[config.mk]
export PLATFORM = sky130hd
export DESIGN_NAME = i2c_host_scheduler
export DESIGN_NICKNAME = d
export VERILOG_FILES = /design/src/rtl/i2c_pkg.sv /design/src/rtl/i2c_quarter_tick.sv /design/src/rtl/i2c_host_scheduler.sv
export SDC_FILE = /design/constraint.sdc
export NUM_CORES = 1
export LEC_CHECK = 0
export ABC_AREA = 1
export BUFFER_PORTS_ARGS = -buffer_cell sky130_fd_sc_hd__buf_2
export CAP_MARGIN = 20
export CORE_MARGIN = 5
export CORE_UTILIZATION = 58
export CTS_BUF_LIST = sky130_fd_sc_hd__clkbuf_4
export CTS_CLUSTER_DIAMETER = 40
export CTS_CLUSTER_SIZE = 28
export DETAILED_ROUTE_END_ITERATION = 6
export PLACE_DENSITY = 0.82
export SLEW_MARGIN = 0
export SYNTH_ARGS = -nofsm -noshare
export SYNTH_HDL_FRONTEND = slang
export SYNTH_HIERARCHICAL = 1
export SYNTH_SLANG_ARGS = --single-unit
[constraint.sdc]
create_clock -name clk -period 2.8 [get_ports clk]
set_input_delay 0.42 -clock clk [delete_from_list [all_inputs] [get_ports clk]]
set_output_delay 0.42 -clock clk [all_outputs]
set_load 0.05 [all_outputs]
[src/rtl/i2c_pkg.sv]
// Shared types and constants for the I2C host scheduler: FSM state encoding,
// quarter-phase numbering and the per-state SCL/SDA drive pattern.
package i2c_pkg;

  localparam int DEFAULT_CLK_DIV = 125;

  localparam logic [1:0] Q0 = 2'd0;
  localparam logic [1:0] Q1 = 2'd1;
  localparam logic [1:0] Q2 = 2'd2;
  localparam logic [1:0] Q3 = 2'd3;

  typedef enum logic [3:0] {
    ST_IDLE,
    ST_ARB,
    ST_START,
    ST_TXBYTE,
    ST_TXACK,
    ST_RXBYTE,
    ST_MNACK,
    ST_STOP,
    ST_GAP,
    ST_DONE
  } state_t;

  // Returns {scl, sda_oe} for a given state and quarter; sda_oe=1 pulls SDA low.
  function automatic logic [1:0] bus_drive(state_t st, logic [1:0] q, logic tx_bit);
    logic slot_scl;
    slot_scl = (q == Q1) || (q == Q2);
    case (st)
      ST_START:                      bus_drive = {q != Q3, q != Q0};
      ST_TXBYTE:                     bus_drive = {slot_scl, ~tx_bit};
      ST_TXACK, ST_RXBYTE, ST_MNACK: bus_drive = {slot_scl, 1'b0};
      ST_STOP:                       bus_drive = {q != Q0, q != Q3};
      default:                       bus_drive = 2'b10;
    endcase
  endfunction

endpackage

[src/rtl/i2c_quarter_tick.sv]
// Divides clk into SCL quarter ticks and counts the quarter within a bit slot.
// A restart zeroes both counters so the next cycle begins quarter Q0.
module i2c_quarter_tick
  import i2c_pkg::*;
#(
  parameter int CLK_DIV = DEFAULT_CLK_DIV
) (
  input  logic       clk,
  input  logic       rst,
  input  logic       restart_i,
  input  logic       en_i,
  output logic       tick_o,
  output logic [1:0] qtr_o
);

  localparam int CW = (CLK_DIV > 2) ? $clog2(CLK_DIV) : 1;
  localparam logic [CW-1:0] LAST = CW'(CLK_DIV - 1);

  logic [CW-1:0] cnt_q;
  logic [1:0]    qtr_q;

  assign tick_o = en_i && !restart_i && (cnt_q == LAST);
  assign qtr_o  = qtr_q;

  always_ff @(posedge clk) begin
    if (rst || restart_i) begin
      cnt_q <= '0;
      qtr_q <= Q0;
    end else if (en_i) begin
      if (cnt_q == LAST) begin
        cnt_q <= '0;
        qtr_q <= qtr_q + 2'd1;
      end else begin
        cnt_q <= cnt_q + 1'b1;
      end
    end
  end

endmodule

[src/rtl/i2c_host_scheduler.sv]
// Two-requester I2C register read/write host with round-robin arbitration.
// SCL/SDA are registered and set one quarter ahead so each quarter starts on its tick.
module i2c_host_scheduler
  import i2c_pkg::*;
#(
  parameter int         CLK_DIV  = DEFAULT_CLK_DIV,
  parameter logic [6:0] DEV_ADDR = 7'h42
) (
  input  logic        clk,
  input  logic        rst,
  input  logic [1:0]  req_valid,
  input  logic [1:0]  req_rw,
  input  logic [15:0] req_reg_addr,
  input  logic [15:0] req_wdata,
  output logic [1:0]  grant,
  output logic [1:0]  done,
  output logic [7:0]  rdata,
  output logic        nack,
  output logic        busy,
  output logic        scl,
  output logic        sda_oe,
  input  logic        sda_i,
  output logic [3:0]  dbg_state
);

  // Handshake: a requester holds req_valid until its done bit; grant and done
  // are single-cycle pulses, and inputs are captured only in the grant cycle.

  state_t     state_q, state_d;
  logic [1:0] bidx_q, bidx_d;     // 0: addr+W, 1: register, 2: wdata, 3: addr+R
  logic [2:0] bit_q, bit_d;
  logic [7:0] rx_q, rx_d;
  logic       abort_q, abort_d;
  logic       last_q, sel_q, rw_q;
  logic [7:0] reg_q, wdata_q;
  logic [1:0] grant_q, done_q;
  logic [7:0] rdata_q;
  logic       nack_q, busy_q, scl_q, sda_oe_q;
  logic       scl_d, sda_oe_d;

  logic       tick, win, slot_end, sample, tx_bit;
  logic [1:0] qtr, nq;
  logic [7:0] tx_byte;

  i2c_quarter_tick #(.CLK_DIV(CLK_DIV)) u_tick (
    .clk      (clk),
    .rst      (rst),
    .restart_i(|grant_q),
    .en_i     (busy_q),
    .tick_o   (tick),
    .qtr_o    (qtr)
  );

  // Requester 1 wins a tie only if requester 0 was served last.
  assign win      = (req_valid == 2'b11) ? ~last_q : req_valid[1];
  assign slot_end = tick && (qtr == Q3);
  assign sample   = tick && (qtr == Q2);

  always_comb begin
    state_d = state_q;
    bidx_d  = bidx_q;
    bit_d   = bit_q;
    rx_d    = rx_q;
    abort_d = abort_q;
    case (state_q)
      ST_IDLE: if (|req_valid) state_d = ST_ARB;
      ST_ARB: begin
        state_d = ST_START;
        bidx_d  = 2'd0;
        bit_d   = 3'd0;
        rx_d    = 8'h00;
        abort_d = 1'b0;
      end
      ST_START: if (slot_end) begin
        state_d = ST_TXBYTE;
        bit_d   = 3'd0;
      end
      ST_TXBYTE: if (slot_end) begin
        if (bit_q == 3'd7) state_d = ST_TXACK;
        bit_d = bit_q + 3'd1;
      end
      ST_TXACK: begin
        if (sample && sda_i) abort_d = 1'b1;
        if (slot_end) begin
          bit_d = 3'd0;
          if (abort_q) state_d = ST_STOP;
          else begin
            case (bidx_q)
              2'd0: begin state_d = ST_TXBYTE; bidx_d = 2'd1; end
              2'd1: begin
                if (rw_q) state_d = ST_STOP;
                else begin state_d = ST_TXBYTE; bidx_d = 2'd2; end
              end
              2'd2:    state_d = ST_STOP;
              default: state_d = ST_RXBYTE;
            endcase
          end
        end
      end
      ST_RXBYTE: begin
        if (sample) rx_d = {rx_q[6:0], sda_i};
        if (slot_end) begin
          if (bit_q == 3'd7) state_d = ST_MNACK;
          bit_d = bit_q + 3'd1;
        end
      end
      ST_MNACK: if (slot_end) state_d = ST_STOP;
      ST_STOP: if (slot_end) begin
        state_d = (!abort_q && rw_q && bidx_q == 2'd1) ? ST_GAP : ST_DONE;
      end
      ST_GAP: if (slot_end) begin
        state_d = ST_START;
        bidx_d  = 2'd3;
      end
      ST_DONE: state_d = ST_IDLE;
      default: state_d = ST_IDLE;
    endcase
  end

  always_comb begin
    case (bidx_d)
      2'd0:    tx_byte = {DEV_ADDR, 1'b0};
      2'd1:    tx_byte = reg_q;
      2'd2:    tx_byte = wdata_q;
      default: tx_byte = {DEV_ADDR, 1'b1};
    endcase
    tx_bit = tx_byte[3'd7 - bit_d];
    nq     = (state_q == ST_ARB) ? Q0 : (tick ? qtr + 2'd1 : qtr);
    {scl_d, sda_oe_d} = bus_drive(state_d, nq, tx_bit);
  end

  always_ff @(posedge clk) begin
    if (rst) begin
      state_q  <= ST_IDLE;
      bidx_q   <= 2'd0;
      bit_q    <= 3'd0;
      rx_q     <= 8'h00;
      abort_q  <= 1'b0;
      last_q   <= 1'b1;
      sel_q    <= 1'b0;
      rw_q     <= 1'b0;
      reg_q    <= 8'h00;
      wdata_q  <= 8'h00;
      grant_q  <= 2'b00;
      done_q   <= 2'b00;
      rdata_q  <= 8'h00;
      nack_q   <= 1'b0;
      busy_q   <= 1'b0;
      scl_q    <= 1'b1;
      sda_oe_q <= 1'b0;
    end else begin
      state_q  <= state_d;
      bidx_q   <= bidx_d;
      bit_q    <= bit_d;
      rx_q     <= rx_d;
      abort_q  <= abort_d;
      scl_q    <= scl_d;
      sda_oe_q <= sda_oe_d;
      grant_q  <= 2'b00;
      done_q   <= 2'b00;
      if (state_q == ST_IDLE && |req_valid) begin
        grant_q <= win ? 2'b10 : 2'b01;
        sel_q   <= win;
        last_q  <= win;
        busy_q  <= 1'b1;
        rw_q    <= win ? req_rw[1] : req_rw[0];
        reg_q   <= win ? req_reg_addr[15:8] : req_reg_addr[7:0];
        wdata_q <= win ? req_wdata[15:8] : req_wdata[7:0];
      end
      if (state_q == ST_STOP && state_d == ST_DONE) begin
        done_q  <= sel_q ? 2'b10 : 2'b01;
        nack_q  <= abort_q;
        rdata_q <= (rw_q && !abort_q) ? rx_q : 8'h00;
      end
      if (state_q == ST_DONE) busy_q <= 1'b0;
    end
  end

  assign grant     = grant_q;
  assign done      = done_q;
  assign rdata     = rdata_q;
  assign nack      = nack_q;
  assign busy      = busy_q;
  assign scl       = scl_q;
  assign sda_oe    = sda_oe_q;
  assign dbg_state = state_q;

endmodule

==> results by stage, run 1 <==
Critical path:
- The critical path data arrival time is around 2.9 ns.
- The sort of element at the end of the critical path is a flip-flop.
- At the worst endpoint, the required time is between 3 and 4 ns.
- The type of the worst setup path is reg2reg.
- In this run the critical register-to-register path is captured at scl.
- The worst setup path is launched from a flip-flop.
- Following the worst setup path forward leads to its endpoint at scl.
- The most critical setup path has its startpoint at u_tick/cnt_q[0].
- The biggest fanout along the worst timing path is 6.
- The worst register-to-register path begins at u_tick/cnt_q[0].
- The setup check on the worst reg-to-reg path leaves a slack of 0.18 ns.
- The worst reg-to-reg path cell count is 15.

Timing:
- Setup violations remaining at the end of the flow were counted as 0.
- The maximum clock frequency is 382 MHz.
- Hold is met by roughly 0.25 ns.
- On the final layout, the worst clock skew is 0.0247 ns.
- The worst path meets setup with 0.183 ns of slack.
- The time the final worst path needs with I/O delays and setup is ~2.6 ns.
- The final count of hold timing violations is 0.
- Dividing the final minimum period by the clock period gives 93.5%.
- The worst max-slew margin expressed relative to the limit is a little under two thirds.
- The actual transition at the worst max-transition pin is between 0.5 and 0.6 ns.
- The count of pins over their slew limit is 0.
- Setup repair after global routing left no endpoint under its margin.
- For the final routed database, the setup TNS stands at 0 ns.

Global route:
- Entering global routing, the biggest net connects 21 pins.
- The number of global-route vias before repair came to between 2000 and 3000.
- The total track usage is between 20% and 30%.
- The overall overflow remaining after global route is 0.
- The first-pass GRT wire length is between 10 and 15 mm.
- The initial antenna violation count is 0.

Floorplanning:
- a little under 60 I/O pins were placed.
- The cell row count is 27.
- In this run the vertical extent of the chip is between 80 and 90 um.
- Once the floorplan was initialized, standard cells occupied 59.8% of the core.
- The placeable core region is 5540 um2.
- The overall die width is ~86 um.
- The floorplan step defined a die boundary enclosing 7330 um2.

Detailed routing:
- The number of remaining DRC errors is 0.
- After detailed routing, the average wire length per cell comes to 12.8 um.
- The number of iterations in the first detailed-routing pass is 5.
- The DRC marker count from the first detailed-route iteration is roughly 220.
- The per-cell via count in the routed design is around 5.3.
- Summed over all layers, the routed wires come to 7.89 mm.
- The final route contains between 3000 and 4000 vias.
- In this run the remaining antenna-violating nets after routing total 0.

Yosys:
- The number of register bits inferred by synthesis is a little over 60.
- During synthesis, Yosys emitted a total of 6 warnings.
- A synthesized cell averages slightly above 7 um2.
- The count of mapped cells out of synthesis is around 470.
- The number of nets in the synthesized netlist is between 500 and 600.
- In this run the cell area of the synthesized design comes to 3310 um2.
- The sequential element share of the synthesized area is between 30 and 40%.
- In this run, distinct cell masters in the synthesized netlist total 37.

Power and ir drop:
- The analysis attributes to cell leakage a power of 1.80 nW.
- Summing internal, switching and leakage power gives ~2.3 mW.
- IR analysis of the VDD net gives a maximum drop of 372 uV.
- The power per cell area is approximately 600 nW/um2.

Final layout:
- The net count reported at finish is 587.
- The area growth from synthesis to layout is 16.7%.
- The share of cells above drive strength 1 is 25.9%.
- The count of inserted antenna diode cells is 0.

Clocking:
- The clock drives 62 sinks.
- The TritonCTS buffer count is 9.
- The later pin in the worst-skew pair is clocked with a latency of 0.42 ns.
- The cell at the root of the clock tree is clkbuf_4.
- The hold-fix buffer count after cts is 0.
- The clock-pin slew on the worst setup and hold paths is 0.12 ns.
- The level count of the clock H-tree is 3.
- TritonCTS built the clock tree.
- The largest buffer count on any clock path is 2.

Placement:
- The number of I/O port buffers is 58.
- The wire-length estimate of the detail-placed layout is around 6 mm.
- At the end of routability-driven placement, the weighted congestion stood at a little over 0.9.
- Timing analysis after detailed placement gives a worst setup slack of approximately 0.15 ns.

Min path:
- The worst hold path passes through 3 cells.
- In this run the worst hold path is classified as in2reg.

Flow run:
- Across the run, the number of max-cap violations was 0.

Outcome:
- The run finished with clean final reports.
registers in the layout (all words and copies together) (netlist names), 2 cells and up:
register,cells
rdata,8
reg_q,8
rx_q,8
wdata_q,8
u_tick/cnt_q,7
dbg_state,4
bit_q,3
bidx_q,2
done,2
grant,2
u_tick/qtr_o,2
kinds of logic (layout without fill, tap and decap cells):
| family | Yosys count | in the layout | share of synthesized area, % |
|---|---|---|---|
| XOR/XNOR | 3 | 3 | 0.793 |
| AO/OA/AOI/OAI | 88 | 88 | 15.8 |
| AND/OR/NAND/NOR | 244 | 244 | 35.1 |
| flip-flops | 62 | 62 | 37.4 |
| buffers and inverters | 65 | 138 | 7.47 |
| adder cells (fa/ha/maj) | 9 | 9 | 3.40 |
placed cells by master (no fill, tap or decap), types with 2 or more instances in the layout:
| cell | instances |
|---|---|
| o22a_1 | 2 |
| inv_1 | 40 |
| buf_2 | 58 |
| clkinv_2 | 2 |
| nor2_4 | 4 |
| xnor2_1 | 2 |
| nand2_1 | 103 |
| o21ai_0 | 36 |
| o21ai_2 | 3 |
| a21oi_1 | 25 |
| dfxtp_1 | 62 |
| ha_1 | 9 |
| nor2_2 | 8 |
| nand3_2 | 4 |
| nor3_1 | 2 |
| nor2_1 | 50 |
| buf_4 | 10 |
| clkbuf_4 | 10 |
| inv_2 | 12 |
| nand2_4 | 4 |
| nand3_1 | 38 |
| o21ai_1 | 2 |
| nand2_2 | 13 |
| and2_1 | 2 |
| nand4_1 | 10 |
| o211ai_1 | 2 |
| a21oi_2 | 2 |
| a31oi_1 | 12 |
| or2_2 | 3 |
| clkinv_1 | 2 |
per-stage QoR:
stage	utilization, %	area [um2]	instances
2_1_floorplan	-	3310	471
3_3_place_gp	66.8	3700	597
3_5_place_dp	66.8	3700	597
4_1_cts	69.3	3840	613
5_1_grt	69.8	3870	616
6_report	69.8	3870	616
how the worst min path moves through the flow:
stage                     start       to  slack, ns
after CTS                 sda_i  rx_q[0]       0.25
after global placement    sel_q  done[0]       0.45
after floorplan           sel_q  done[0]       0.41
after detailed placement  sel_q  done[0]       0.45
after global routing      sda_i  rx_q[0]       0.25
final                     sda_i  rx_q[0]       0.25
cells in the mapped netlist (all sizes together):
cell type	count	share of area (%)
a21oi	28	4.8
a22oi	1	0.23
a31oi	14	3.3
and2	2	0.38
buf	2	0.34
clkbuf	9	1.0
clkinv	1	0.11
dfxtp	62	37
ha	9	3.4
inv	53	6.0
nand2	120	15
nand3	42	6.9
nand3b	1	0.23
nand4	11	2.5
nor2	62	8.5
nor3	2	0.30
o211ai	2	0.45
o21ai	41	6.5
o22a	2	0.53
or2	4	0.76
xnor2	2	0.53
xor2	1	0.26
power by group:
| group | internal (mW) | switching [mW] |
|---|---|---|
| sequential | 0.976 | 0.0692 |
| clock | 0.281 | 0.350 |
| combinational | 0.221 | 0.423 |
| total | 1.48 | 0.843 |
metal layers:
metal,vias up,GRT usage [%],share of wire [%]
met4,0,9.21,2.3
met1,1422,29.2,45
met5,-,0,0
li1,1681,-,-
met3,19,4.23,7.1
met2,117,37.2,46
area by class of cell:
type | instances | area [um2]
Multi-Input combinational cell | 344 | 1830
Tap cell | 72 | 90.1
Sequential cell | 62 | 1240
Inverter | 54 | 206
Timing Repair Buffer | 68 | 365
Clock buffer | 10 | 75.1
Fill cell | 460 | 1670
Clock inverter | 6 | 61.3
what timing repair did:
action / CTS / global route
setup buffers: 0 / 3
gates resized for setup: 0 / 2
setup endpoints to repair: 0 / 10
worst max-delay path: stages (launching register included):
cell and delay (ns):
dfxtp_1 0.38, inv_1 0.07, ha_1 0.19, nand2_1 0.06
inv_1 0.07, nand3_2 0.14, nor2_2 0.06, nand2_2 0.14
clkinvlp_4 0.18, buf_4 0.17, or2_2 0.28, a31oi_2 0.30
nor2_4 0.06, and2_1 0.16, o21ai_1 0.14, o211ai_1 0.12
(Power assumes the default switching activity.)
==> inputs of run 2 (changes only) <==
--- a/config.mk
+++ b/config.mk
@@ -8,13 +8,16 @@
 export ABC_AREA = 1
 export BUFFER_PORTS_ARGS = -buffer_cell sky130_fd_sc_hd__buf_2
 export CAP_MARGIN = 20
+export CELL_PAD_IN_SITES_DETAIL_PLACEMENT = 0
+export CELL_PAD_IN_SITES_GLOBAL_PLACEMENT = 1
 export CORE_MARGIN = 5
-export CORE_UTILIZATION = 58
+export CORE_UTILIZATION = 41
 export CTS_BUF_LIST = sky130_fd_sc_hd__clkbuf_4
 export CTS_CLUSTER_DIAMETER = 40
 export CTS_CLUSTER_SIZE = 28
 export DETAILED_ROUTE_END_ITERATION = 6
-export PLACE_DENSITY = 0.82
+export PLACE_DENSITY_LB_ADDON = 0.1
+export SETUP_SLACK_MARGIN = 0.3
 export SLEW_MARGIN = 0
 export SYNTH_ARGS = -nofsm -noshare
 export SYNTH_HDL_FRONTEND = slang
==> run 2 against run 1 <==
First-iteration DRC count fell by 55%. Clock skew is 0.010 ns lower. Clock-buffer cell count stayed put. Critical path depth is 4 higher. Register-to-register slack improved by 0.29 ns. Global-route usage fell by 4.8 points. Sequential cell count stayed put. Critical path type unchanged. Largest cell class unchanged.
==> results by stage, run 2 (synthesis gave the netlist of run 1 again) <==
Outcome:
- The flow ran to the end, and the final reports show no timing, DRC or antenna violations.

Detailed routing:
- After detailed routing, the number of remaining DRC violations is 0.
- Dividing the detail-routed wire length by the instance count gives roughly 13 um.
- The first routing iteration left 99 violations.
- The number of vias after detailed routing is 3209.
- After detailed routing, the number of vias per cell comes to slightly below 5.
- The overall routed net length is slightly below 9 mm.
- The post-detailed-route count of antenna-violating nets is 0.
- The first detailed-routing pass ran for 4 iterations.

Timing:
- The maximum clock frequency is ~430 MHz.
- Subtracting the final worst setup slack from the clock period gives between 2 and 2.5 ns.
- Adding up every negative setup slack in the final design gives 0 ns.
- The final count of hold timing violations is 0.
- Setup repair after global routing left no endpoint under its margin.
- The actual transition at the worst max-transition pin is approximately 0.63 ns.
- The final period utilization is between 80% and 90%.
- The minimum setup slack in the final design is 0.470 ns.
- The count of pins over their slew limit is 0.
- The total setup violations reported at the end of the flow is 0.
- In this run the tightest slew margin relative to its limit is 58.0%.
- The clock arrives with roughly 0.015 ns of skew.

Final layout:
- After filler insertion, the fill cell instance count of the layout stands at approximately 810.
- The most common cell after layout, fill and taps aside is nand2_1.
- The final layout contains roughly 600 nets.
- The number of antenna diodes in the final layout is 0.
- In the layout the commonest cells are nand2_1 (100), dfxtp_1 (58), buf_2 (58).
- The area growth from synthesis to layout is 23.4%.
- The share of cells above drive strength 1 is 30.4%.
- The core occupancy in the finished layout is a little over half.

Clocking:
- Clock tree synthesis found a total of between 60 and 70 sinks.
- The hold-fix buffer count after cts is 0.
- Clock-pin slew was measured on the worst setup and hold paths at ~0.11 ns.
- In this run the deepest clock path goes through 2 buffers.
- The number of clock buffers added by TritonCTS is 9.
- The later pin in the worst-skew pair is clocked with a latency of roughly 0.41 ns.
- The cell at the root of the clock tree is clkbuf_4.
- The H-tree was split into 3 levels.
- The clock tree from TritonCTS is built.

Critical path:
- The type of the worst setup path is reg2reg.
- The startpoint type of the worst setup path is a flip-flop.
- Data on the critical path is required at its endpoint by around 3.2 ns.
- Along the worst path, the maximum fanout reaches 7.
- The worst setup path is captured at a flip-flop.
- In this run the worst setup path begins at u_tick/cnt_q[0].
- The worst register-to-register path begins at u_tick/cnt_q[0].
- The critical path data arrival time is approximately 2.7 ns.

Min path:
- The type of the tightest min-delay check is in2reg.
- In this run the most critical hold path is launched from req_wdata[15].

Global route:
- The first-pass GRT wire length is 14.4 mm.
- The initial antenna violation count came to 0.
- The peak-usage layer in the global routing report is met2.
- The met3 capacity usage during global routing is approximately 4.1%.
- The number of global-route vias before repair is between 3000 and 4000.
- Entering global routing, the biggest net connects 24 pins.
- Global routing used 17.8% of the available tracks across all layers.
- The total overflow left after global routing is 0.
- The met1 capacity usage during global routing is about 22%.
- The global-route track usage on met2 is between 30% and 40%.

Power and ir drop:
- The power per cell area is just under 600 nW/um2.
- The standby leakage power is approximately 1.9 nW.
- The maximum resistive drop on vdd is roughly 260 uV.

Floorplanning:
- In this run the horizontal extent of the chip is 99.9 um.
- The floorplan die area is between 9000 and 10000 um2.
- The floorplan has 32 rows.
- The height of the die is roughly 100 um.
- Once the floorplan was initialized, standard cells occupied between 40% and 50% of the core.
- The core region is around 7800 um2.
- The number of ports placed on the die boundary is just under 60.

Placement:
- Input and output buffers added on the ports amount to between 50 and 60.
- The congestion estimate from routability-driven global placement came to 0.880.
- The wire-length estimate of the detail-placed layout is 6.56 mm.
- The worst setup slack before clock tree synthesis is 0.208 ns.

Flow run:
- The tool flagged a number of max-cap violations equal to 0.
==> run 2: power breakdown <==
part           switching, mW  internal (mW)
Clock                  0.344          0.281
Sequential            0.0774          0.978
Combinational          0.443          0.244
Total                  0.864           1.50
==> run 2: timing repair <==
item / 4_1_cts / 5_1_grt
gates resized for setup: 2 / 28
pin swaps: 0 / 12
setup endpoints to repair: 2 / 14
setup buffers: 4 / 10
gates cloned: 0 / 1
hold endpoints to repair: 0 / 0
==> run 2: layer usage <==
layer / vias up / wire length [um]
met5: - / 0
met4: 0 / 167
met3: 18 / 442
met2: 74 / 4090
met1: 1411 / 4040
li1: 1706 / -
==> run 2: cell type report <==
| cell class | instances | area (um2) | share of cell area (%) |
|---|---|---|---|
| tap | 102 | 128 | 3.12 |
| inverter | 54 | 206 | 5.05 |
| timing repair inverter | 1 | 7.51 | 0.184 |
| sequential | 62 | 1250 | 30.5 |
| multi-input combinational | 344 | 1910 | 46.8 |
| clock inverter | 6 | 62.6 | 1.53 |
| timing repair buffer | 79 | 452 | 11.0 |
| clock buffer | 10 | 75.1 | 1.84 |
==> run 2: through the flow <==
step	area, um2	instances	power, mW	hold WS (ns)
3_5_place_dp	3740	627	1.71	0.436
4_1_cts	3920	647	2.34	0.258
2_1_floorplan	3320	471	1.53	0.413
5_1_grt	4090	658	2.51	0.257
3_3_place_gp	3740	627	1.70	0.428
6_report	4090	658	2.37	0.263
==> run 2: final timing paths <==
check / end / depth (start not counted) / slack [ns]
max: sda_oe / 19 / 0.47
min: wdata_q[7] / 3 / 0.26
max reg2reg: sda_oe / 19 / 0.47
min reg2reg: done[1] / 2 / 0.45
==> run 2: critical path, cell delays in order, from the launching register on <==
cell and delay [ns]:
dfxtp_2 0.37, inv_2 0.04, ha_1 0.18, nand2_1 0.07
inv_2 0.06, nand3_4 0.10, nor2_4 0.06, nand2_4 0.12
clkinvlp_4 0.15, buf_4 0.16, nor2_4 0.11, inv_2 0.04
nand3_1 0.06, nand2_1 0.06, nand2_2 0.10, inv_2 0.06
nor2_4 0.11, nand2_1 0.07, o22a_1 0.23, a21oi_1 0.12
